File: src/rtl/pixel_fifo_m.sv
// pixel_fifo_m: pixel shift FIFO fed by 8-pixel tile rows, with flip, fine-scroll discard
// and an optional sprite-row merge onto the head entries (define PIXEL_FIFO_MERGE_EN).
//   state      | meaning
//   ST_RUN     | normal load/pull operation
//   ST_DISCARD | silently popping rem_q leading pixels; waits while empty
module pixel_fifo_m #(
    parameter int DEPTH  = 16,
    parameter int PIX_W  = 2,
    parameter int ATTR_W = 4
) (
    input  logic                       clk,
    input  logic                       rst_n,
    input  logic                       flush,
    input  logic                       load,
    input  logic [8*PIX_W-1:0]         load_pix,
    input  logic [ATTR_W-1:0]          load_attr,
    input  logic                       load_flip,
    output logic                       load_ready,
    input  logic                       pull,
    output logic                       pull_valid,
    output logic [PIX_W-1:0]           pull_pix,
    output logic [ATTR_W-1:0]          pull_attr,
    input  logic                       disc_start,
    input  logic [2:0]                 disc_n,
    output logic                       discarding,
    input  logic                       merge,
    input  logic [8*PIX_W-1:0]         merge_pix,
    input  logic [ATTR_W-1:0]          merge_attr,
    output logic [$clog2(DEPTH+1)-1:0] count,
    output logic                       err_ovf
);
    localparam int CW = $clog2(DEPTH+1);

    typedef enum logic {ST_RUN = 1'b0, ST_DISCARD = 1'b1} state_t;

    state_t            state_q, state_d;
    logic [PIX_W-1:0]  pix_q  [DEPTH];
    logic [PIX_W-1:0]  pix_d  [DEPTH];
    logic [ATTR_W-1:0] attr_q [DEPTH];
    logic [ATTR_W-1:0] attr_d [DEPTH];
    logic [CW-1:0]     count_q, count_d;
    logic [2:0]        rem_q, rem_d;
    logic              err_q, err_d;
    logic [PIX_W-1:0]  ld_lane [8];
    logic              disc_go, pop, push;
    logic [CW-1:0]     base;
    int                off;

    assign disc_go    = disc_start && (disc_n != 3'd0);
    assign load_ready = (count_q <= CW'(DEPTH - 8));

`ifdef PIXEL_FIFO_MERGE_EN
    logic [PIX_W-1:0] mg_lane [8];
    logic             merge_act;

    assign merge_act  = merge && !flush && !disc_go;
    assign pull_valid = (count_q != '0) && (state_q == ST_RUN) && !merge;

    always_comb begin
        for (int i = 0; i < 8; i++) begin
            mg_lane[i] = load_flip ? merge_pix[(7-i)*PIX_W +: PIX_W] : merge_pix[i*PIX_W +: PIX_W];
        end
    end
`else
    logic merge_unused;

    assign merge_unused = ^{merge, merge_pix, merge_attr};
    assign pull_valid   = (count_q != '0) && (state_q == ST_RUN);
`endif

    always_comb begin
        for (int i = 0; i < 8; i++) begin
            ld_lane[i] = load_flip ? load_pix[(7-i)*PIX_W +: PIX_W] : load_pix[i*PIX_W +: PIX_W];
        end
    end

    always_comb begin
        pix_d   = pix_q;
        attr_d  = attr_q;
        count_d = count_q;
        state_d = state_q;
        rem_d   = rem_q;
        err_d   = err_q;
        pop     = 1'b0;
        push    = 1'b0;
        base    = '0;
        off     = 0;
        if (flush) begin
            for (int j = 0; j < DEPTH; j++) begin
                pix_d[j]  = '0;
                attr_d[j] = '0;
            end
            count_d = '0;
            state_d = ST_RUN;
            rem_d   = 3'd0;
            err_d   = 1'b0;
        end
`ifdef PIXEL_FIFO_MERGE_EN
        else if (merge_act) begin
            // empty slots take the sprite pixel even when transparent; occupied ones only over colour 0
            for (int i = 0; i < 8; i++) begin
                if ((count_q <= CW'(i)) || ((pix_q[i] == '0) && (mg_lane[i] != '0))) begin
                    pix_d[i]  = mg_lane[i];
                    attr_d[i] = merge_attr;
                end
            end
            if (count_q < CW'(8)) count_d = CW'(8);
        end
`endif
        else begin
            pop  = (state_q == ST_DISCARD) ? (count_q != '0) : (pull && pull_valid);
            push = load && load_ready;
            if (load && !load_ready) err_d = 1'b1;
            if (pop) begin
                for (int j = 0; j < DEPTH-1; j++) begin
                    pix_d[j]  = pix_q[j+1];
                    attr_d[j] = attr_q[j+1];
                end
                pix_d[DEPTH-1]  = '0;
                attr_d[DEPTH-1] = '0;
            end
            // the new row lands behind whatever survives this cycle's pop
            base = count_q - CW'(pop);
            if (push) begin
                for (int j = 0; j < DEPTH; j++) begin
                    off = j - int'(base);
                    if (off >= 0 && off < 8) begin
                        pix_d[j]  = ld_lane[off[2:0]];
                        attr_d[j] = load_attr;
                    end
                end
            end
            count_d = count_q + (push ? CW'(8) : CW'(0)) - (pop ? CW'(1) : CW'(0));
            if (disc_go) begin
                state_d = ST_DISCARD;
                rem_d   = disc_n;
            end else if ((state_q == ST_DISCARD) && pop) begin
                rem_d = rem_q - 3'd1;
                if (rem_q == 3'd1) state_d = ST_RUN;
            end
        end
    end

    always_ff @(posedge clk or negedge rst_n) begin
        if (!rst_n) begin
            for (int j = 0; j < DEPTH; j++) begin
                pix_q[j]  <= '0;
                attr_q[j] <= '0;
            end
            count_q <= '0;
            state_q <= ST_RUN;
            rem_q   <= 3'd0;
            err_q   <= 1'b0;
        end else begin
            pix_q   <= pix_d;
            attr_q  <= attr_d;
            count_q <= count_d;
            state_q <= state_d;
            rem_q   <= rem_d;
            err_q   <= err_d;
        end
    end

    assign count      = count_q;
    assign pull_pix   = pix_q[0];
    assign pull_attr  = attr_q[0];
    assign discarding = (state_q == ST_DISCARD);
    assign err_ovf    = err_q;

endmodule

File: config.mk
export PLATFORM = sky130hd
export DESIGN_NAME = pixel_fifo_m
export DESIGN_NICKNAME = d
export VERILOG_FILES = /design/src/rtl/pixel_fifo_m.sv
export SDC_FILE = /design/constraint.sdc
export NUM_CORES = 1
export LEC_CHECK = 0
export ABC_AREA = 0
export BUFFER_PORTS_ARGS = -buffer_cell sky130_fd_sc_hd__buf_2
export CORE_UTILIZATION = 60
export CTS_BUF_LIST = sky130_fd_sc_hd__clkbuf_8
export DETAILED_ROUTE_END_ITERATION = 10
export HOLD_SLACK_MARGIN = 0.02
export PLACE_DENSITY = 0.93
export REMOVE_ABC_BUFFERS = 1
export SLEW_MARGIN = 20
export SYNTH_ARGS = -nofsm -noshare
export SYNTH_HDL_FRONTEND = slang
export SYNTH_SLANG_ARGS = --single-unit
File: constraint.sdc
create_clock -name clk -period 10.1 [get_ports clk]
set_input_delay 2.525 -clock clk [delete_from_list [all_inputs] [get_ports clk]]
set_output_delay 2.525 -clock clk [all_outputs]
set_load 0.1 [all_outputs]
==> results of run 1 <==
==> cells in the final DEF, fill, tap and decap left out, drive strengths merged, types with 2 or more instances in the layout <==
master / netlist / final
a211oi: 42 / 42
a21o: 10 / 10
a21oi: 17 / 17
a311oi: 88 / 88
and2: 2 / 2
buf: 39 / 50
clkbuf: 33 / 10
clkinv: 1 / 3
clkinvlp: 0 / 2
dfrtp: 106 / 106
ha: 20 / 20
inv: 15 / 17
mux2i: 2 / 2
mux4: 32 / 32
nand2: 191 / 191
nand2b: 3 / 3
nand3: 15 / 15
nand4: 4 / 4
nor2: 37 / 37
nor2b: 3 / 3
nor3: 28 / 28
o21ai: 8 / 8
o31a: 2 / 2
or2: 2 / 2
or3: 3 / 3
xnor2: 7 / 7
xor2: 3 / 3
==> synthesized netlist by cell type (2+ instances only) <==
| cell type | number |
|---|---|
| a21o_1 | 6 |
| a21o_4 | 4 |
| nor2b_1 | 3 |
| buf_6 | 3 |
| buf_4 | 16 |
| mux4_2 | 32 |
| o31a_1 | 2 |
| ha_1 | 20 |
| clkbuf_1 | 33 |
| inv_1 | 13 |
| nand2b_1 | 2 |
| a311oi_1 | 88 |
| mux2i_1 | 2 |
| xor2_1 | 2 |
| buf_2 | 11 |
| nand4_1 | 4 |
| nand2_1 | 189 |
| o21ai_0 | 6 |
| inv_2 | 2 |
| or3_1 | 3 |
| a21oi_1 | 16 |
| dfrtp_1 | 106 |
| nor2_1 | 37 |
| xnor2_1 | 7 |
| buf_1 | 9 |
| o21ai_1 | 2 |
| a211oi_1 | 42 |
| nor3_1 | 27 |
| and2_1 | 2 |
| nand3_1 | 14 |
| nand2_2 | 2 |
==> sequential cells by signal (all words and copies together), names as in the netlist <==
register	cells
attr_q	60
pix_q	30
count	5
pull_attr	4
rem_q	3
pull_pix	2
discarding	1
err_ovf	1
==> metal layers <==
layer	vias up	routed length (um)	track usage [%]
li1	2657	-	-
met1	2897	6819	42.36
met2	349	8201	48.10
met3	41	1466	5.304
met4	0	428	12.55
met5	-	0	0
==> final cells by class <==
cell class / count / area, um^2 / area share (%)
multi-input cells: 528 / 3725 / 52.71
flip-flops and latches: 106 / 2653 / 37.54
repair buffers: 50 / 267.8 / 3.789
well taps: 140 / 175.2 / 2.479
clock buffers: 10 / 137.6 / 1.948
inverters: 16 / 60.06 / 0.8499
clock inverters: 6 / 48.80 / 0.6905
==> critical path, delay by kind of cell <==
family          cells  cell delay [ps]
fa+ha+maj           2             1350
buf+inv             5             1420
simple gates        2              160
compound gates      2              340
xor+xnor            1              490
mux                 1              630
==> logic make-up (layout without fill, tap and decap cells) <==
group | Yosys count | in the layout | share of synthesized area (%)
adders and majority gates | 21 | 21 | 3.972
AOI/OAI and AO/OA | 170 | 170 | 19.99
DFF | 106 | 106 | 38.98
buffers and inverters | 88 | 82 | 6.271
and+or+nand+nor | 293 | 293 | 18.50
xor gates and xnor gates | 10 | 10 | 1.398
muxes | 34 | 34 | 10.89
==> stage by stage <==
step                      cells  utilization [%]  hold WS, ps  setup slack [ps]
final                       856            64.62        529.8              3372
after global routing        856            64.62        555.1              3018
after CTS                   856            64.62        528.0              3362
after detailed placement    840            62.92        514.4              2975
after global placement      840            62.92        498.5              3164
after floorplan             650                -        507.1              1896
==> final timing paths <==
kind / startpoint / to / cells after the start
worst max-delay path: pull / pix_q[2]$_DFF_PN0_ / 13
worst min-delay path: err_ovf$_DFFE_PN0P_ / err_ovf$_DFFE_PN0P_ / 2
worst max register to register: count[2]$_DFF_PN0_ / pix_q[2]$_DFF_PN0_ / 13
worst min register to register: err_ovf$_DFFE_PN0P_ / err_ovf$_DFFE_PN0P_ / 2
max in group asynchronous: rst_n / pix_q[23]$_DFF_PN0_ / 2
min in group asynchronous: rst_n / rem_q[2]$_DFFE_PN0P_ / 1
==> flow_summary.toml, run 1 <==
[synth]
synthTopCellsByArea = "dfrtp_1, a311oi_1, mux4_2, nand2_1, a211oi_1"
yosysTopAreaCell = "dfrtp_1"
synth_top_area_share_pct = 38.98
syn_area_um2 = 6804
syn_avg_cell_area_um2 = 9.424
synthCells = 722
synth_edf_count = 0
ys.flop_type = "dfrtp_1"
async_reset_ff_share_pct = 100.0
synth-seq-cells = 106
ys_types = 48
synth_warnings = 0
yosysSeqAreaShare_pct = 38.98

[cells_and_area]
syn_to_final_growth_pct = 3.862
fill_cells = 828
stdcell_area_um2 = 7067
layout-drive-gt1-share_pct = 15.78
fin_nets = 783
antenna_cells = 0

[sta]
finalSetupTns_ps = 0
fin_crit_sh_pct = 66.62
clock.fmax_ghz = 0.1486
worst_pin_slew_ps = 1093
setup_viol = 0
hold_viol_final = 0
rsz0062_at_grt = "false"
drv_slew = 0
relSlewSlack_pct = 27.12
fin_crit_ps = 6728
fin_skew_ps = 13.38

[floorplan]
start_util_pct = 62.22
core_um2 = 10940
dieArea_um2 = 11770
die_h_um = 108.5
rows = 38
fp.dieW_um = 108.5
ios = 66

[drt]
wl_per_cell_um = 19.76
route.vias.total = 5944
dr.first_iter.drc_count = 575
viasPerCell = 6.944
drcViolationCount = 0
antenna_left = 0
first_pass_iters = 5
wl_um = 16920

[clock_tree]
clk_pin_slew_worst_paths_ps = 100
cts-resized-gates = 0
ctsLongestPathBuffers = 2
ctsHoldBuffers = 0
numCtsBuffers = 9
htree_levels = 3
postCtsSetupBuffers = 0
cts_root_buf = "clkbuf_8"
cts_tree = "built"
clock_sinks = 106
clock_latency_ps = 390

[global_route]
grt_max_degree = 107
grt_pass1_wl_um = 27870
first_global_vias = 5555
antenna_found_initial = 0
overflow = 0
grt.total_usage_pct = 30.66

[placed_design]
portBuffers = 44
globalplace.congestion = 0.9092
placed_area_um2 = 6880
dp_hpwl_um = 11580

[worst_setup_path]
required_ps = 10320
cp_max_fo = 95
cp_cell_sequence = "buf_2, nor2_1, or2_2, buf_4, inv_2, buf_4, ha_1, inv_1, ha_1, xnor2_1, mux4_2, a211oi_1, a311oi_1"
r2r_slack_ps = 4390
cpPeakStageDelay_ps = 1050
path_class = "in -> reg"
crit_slowest_cell = "ha_1"
critPathLaunchType = "input pin"
worstPathArrival_ps = 6950
end_kind = "register"

[status]
status = "finished clean"

[flow_run]
maxCapViolCount = 0

[min_path]
hp-class = "reg -> reg"
Power of run 1 is not shown: default switching activity piles up to over one toggle a cycle in this logic, so the estimate is an artifact.
==> run 2, diff against run 1 <==
==> constraint.sdc (replaced) <==
create_clock -name clk -period 6.2 [get_ports clk]
set_input_delay 1.55 -clock clk [delete_from_list [all_inputs] [get_ports clk]]
set_output_delay 1.55 -clock clk [all_outputs]
set_load 0.1 [all_outputs]
==> flow_summary.toml, run 2 (same netlist as run 1, synthesis figures left out) <==
[status]
status = "finished clean"

[drt]
wl_per_cell_um = 19.74
route.vias.total = 5921
antenna_left = 0
first_pass_iters = 7
wl_um = 16880
drcViolationCount = 0
viasPerCell = 6.925
dr.first_iter.drc_count = 612

[cells_and_area]
syn_to_final_growth_pct = 3.972
mostFrequentLayoutCell = "nand2_1"
regArea_um2 = 2653
fill_cells = 847
regMostFlops = "attr_q"
layout-drive-gt1-share_pct = 15.52
largest_register_ffs = 60
fin_nets = 782
antenna_cells = 0
mostFrequentLayoutCells = "nand2_1, dfrtp_1, a311oi_1"
multi_input_area_um2 = 3725

[clock_tree]
cts-resized-gates = 0
clock_latency_ps = 400
ctsLongestPathBuffers = 2
postCtsSetupBuffers = 0
cts_tree = "built"
htree_levels = 3
ctsHoldBuffers = 0
clk_pin_slew_worst_paths_ps = 100
clock_sinks = 106
cts_root_buf = "clkbuf_8"
numCtsBuffers = 9

[worst_setup_path]
path_buf_inv = 3
end_kind = "register"
r2r_slack_ps = 1260
cp_max_fo = 33
reg2reg_to = "pix_q[2]$_DFF_PN0_"
cp_cell_sequence = "buf_2, nor2_1, or2_2, inv_2, ha_1, ha_1, clkinv_1, ha_1, xnor2_1, mux4_2, a211oi_1, a311oi_1"
worstPathArrival_ps = 5420
path_common_cell = "ha_1"
r2r-start = "count[2]$_DFF_PN0_"
path_class = "in -> reg"
rr_worst_depth = 12
critPathLaunchType = "input pin"
crit_family = "adder cells"
crit_slowest_cell = "mux4_2"
crit_cells = 12
required_ps = 6440
cpPeakStageDelay_ps = 620

[sta]
worst_pin_slew_ps = 952.8
drv_slew = 0
setup_ws_ps = 1021
fin_skew_ps = 11.39
clock.fmax_ghz = 0.1931
rsz0062_at_grt = "false"
hold_viol_final = 0
fin_crit_sh_pct = 83.52
relSlewSlack_pct = 36.48
setup_viol = 0
fin_crit_ps = 5179

[flow_run]
maxCapViolCount = 0

[placed_design]
portBuffers = 44
dp_slack_ps = 706.9
globalplace.congestion = 0.9271
dp_hpwl_um = 11360

[min_path]
hp-class = "reg -> reg"
whs_path_depth = 2
min_from = "err_ovf$_DFFE_PN0P_"
hold_end = "err_ovf$_DFFE_PN0P_"

[global_route]
grt_max_degree = 95
antenna_found_initial = 0
overflow = 0
grt.total_usage_pct = 30.35
grt_pass1_wl_um = 27700
first_global_vias = 5643

[floorplan]
ios = 66
dieArea_um2 = 11770
start_util_pct = 62.22
core_um2 = 10940
rows = 38
die_h_um = 108.5
fp.dieW_um = 108.5
## run 2: worst register-to-register path, stage by stage (launching register included)
cell and delay (ps):
dfrtp_1 490, or3_1 460, nor3_1 250, or2_2 190, inv_2 220, ha_1 320
ha_1 540, clkinv_1 480, ha_1 420, xnor2_1 470, mux4_2 620, a211oi_1 250
a311oi_1 90
## run 2: metrics by stage
stage | TNS (ps) | hold slack [ps] | utilization [%] | instances | cell area, um^2
floorplan | -57320 | 507.1 | - | 650 | 6437
CTS | 0 | 529.8 | 64.69 | 855 | 7074
detailed placement | 0 | 514.2 | 62.85 | 839 | 6873
finish | 0 | 534.2 | 64.69 | 855 | 7074
global route | 0 | 564.7 | 64.69 | 855 | 7074
global placement | 0 | 496.6 | 62.85 | 839 | 6873
## run 2: per-layer routing
metal	up-vias	routed length, um	track usage, %
li1	2638	-	-
met5	-	0	0
met4	0	427	14.77
met1	2907	6958	41.34
met3	39	1326	4.581
met2	337	8167	47.69
## run 2: worst max path at each step
stage | from | end | slack, ps
2_1_floorplan | pull | pix_q[2]$_DFF_PN0_ | -1030
3_3_place_gp | pull | pix_q[2]$_DFF_PN0_ | 790
5_1_grt | pull | pix_q[2]$_DFF_PN0_ | 740
4_1_cts | pull | pix_q[2]$_DFF_PN0_ | 1100
3_5_place_dp | pull | pix_q[2]$_DFF_PN0_ | 710
6_report | pull | pix_q[2]$_DFF_PN0_ | 1020
## run 2: final cells by class
| class | count | share of cell area, % |
|---|---|---|
| Timing Repair Buffer | 49 | 3.679 |
| Clock inverter | 7 | 1.097 |
| Inverter | 16 | 0.8490 |
| Tap cell | 140 | 2.476 |
| Clock buffer | 9 | 1.751 |
| Multi-Input combinational cell | 528 | 52.65 |
| Sequential cell | 106 | 37.50 |
Power of run 2 is left out for the same reason.
==> run 3, diff against run 2 <==
==> constraint.sdc (replaced) <==
create_clock -name clk -period 4.89 [get_ports clk]
set_input_delay 1.2225 -clock clk [delete_from_list [all_inputs] [get_ports clk]]
set_output_delay 1.2225 -clock clk [all_outputs]
set_load 0.1 [all_outputs]
==> flow_summary.toml, run 3 (same netlist as run 1, synthesis figures left out) <==
[min_path]
hp-class = "reg -> reg"
whs_path_depth = 2

[worst_setup_path]
end_kind = "register"
path_class = "reg -> reg"
required_ps = 5140
r2r_slack_ps = 620
cp_max_fo = 35
crit_family = "simple AND/OR/NAND/NOR gates"
rr_worst_depth = 12
cp_cell_sequence = "or3_1, nor3_1, or2_2, inv_2, buf_4, ha_1, inv_1, ha_1, xnor2_1, mux4_2, a211oi_1, a311oi_1"
path_buf_inv = 3
crit_slowest_cell = "mux4_2"
critPathLaunchType = "register"
crit_cells = 12
cpPeakStageDelay_ps = 640
path_common_cell = "ha_1"
worstPathArrival_ps = 4510

[clock_tree]
cts_tree = "built"
cts-resized-gates = 0
clock_latency_ps = 390
cts_root_buf = "clkbuf_8"
ctsHoldBuffers = 0
clk_pin_slew_worst_paths_ps = 100
ctsLongestPathBuffers = 2
postCtsSetupBuffers = 0
numCtsBuffers = 9
htree_levels = 3
clock_sinks = 106

[placed_design]
placed_area_um2 = 6925
dp_hpwl_um = 11790
globalplace.congestion = 0.9675
portBuffers = 44
dp.cells = 846

[sta]
fin_crit_sh_pct = 87.24
rsz0062_at_grt = "false"
worst_pin_slew_ps = 959.8
hold_viol_final = 0
fin_crit_ps = 4266
whs_ps = 524.3
fin_skew_ps = 12.76
relSlewSlack_pct = 36.02
drv_slew = 0
clock.fmax_ghz = 0.2344
setup_viol = 0

[global_route]
grt_pass1_wl_um = 28780
overflow = 0
antenna_found_initial = 0
first_global_vias = 5755
grt_max_degree = 95
grt.total_usage_pct = 31.46

[floorplan]
die_h_um = 108.5
core_um2 = 10940
dieArea_um2 = 11770
start_util_pct = 62.22
fp.dieW_um = 108.5
ios = 66
rows = 38

[drt]
wl_um = 17360
route.vias.total = 5928
wl_per_cell_um = 20.16
first_pass_iters = 8
dr.first_iter.drc_count = 689
antenna_left = 0
viasPerCell = 6.885
drcViolationCount = 0

[cells_and_area]
stdcell_count = 861
largest_register_ffs = 60
stdcell_area_um2 = 7148
mostFrequentLayoutCells = "nand2_1, dfrtp_1, a311oi_1"
fin_nets = 789
syn_to_final_growth_pct = 5.057
mostFrequentLayoutCell = "nand2_1"
regMostFlops = "attr_q"
antenna_cells = 0
layout-drive-gt1-share_pct = 16.37

[flow_run]
maxCapViolCount = 0

[status]
status = "finished clean"
==> run 3: per-layer routing <==
layer  up-vias  global-route usage (%)  routed length (um)
met5         -                       0                   0
met4         0                   11.87                 468
met3        52                   4.581                1343
met2       340                   50.23                8455
met1      2876                   43.71                7087
li1       2660                       -                   -
==> run 3: per-stage QoR <==
stage	setup WS, ps	util (%)	TNS (ps)
6_report	623.7	65.37	0
5_1_grt	339.9	65.37	0
4_1_cts	703.3	65.37	0
3_5_place_dp	440.9	63.33	0
3_3_place_gp	519.5	63.33	0
2_1_floorplan	-2291	-	-180220
==> run 3: path summary, 6_finish.rpt <==
kind | start | endpoint
worst max-delay path | count[2]$_DFF_PN0_ | pix_q[2]$_DFF_PN0_
worst min-delay path | err_ovf$_DFFE_PN0P_ | err_ovf$_DFFE_PN0P_
worst max register to register | count[2]$_DFF_PN0_ | pix_q[2]$_DFF_PN0_
worst min register to register | err_ovf$_DFFE_PN0P_ | err_ovf$_DFFE_PN0P_
max in group asynchronous | rst_n | pix_q[18]$_DFF_PN0_
min in group asynchronous | rst_n | err_ovf$_DFFE_PN0P_
==> run 3: cell type report <==
cell class	count	area (um^2)
timing repair buffer	56	312.8
sequential	106	2653
fill	826	3787
multi-input combinational	528	3725
inverter	16	60.06
clock buffer	10	137.6
clock inverter	5	85.08
tap	140	175.2
==> run 3: worst register-to-register path, cell delays in order (launching register included) <==
cell	delay, ps
dfrtp_1	480
or3_1	450
nor3_1	250
or2_2	190
inv_2	50
buf_4	240
ha_1	570
inv_1	90
ha_1	280
xnor2_1	550
mux4_2	640
a211oi_1	260
a311oi_1	90
Power of run 3 is left out for the same reason.
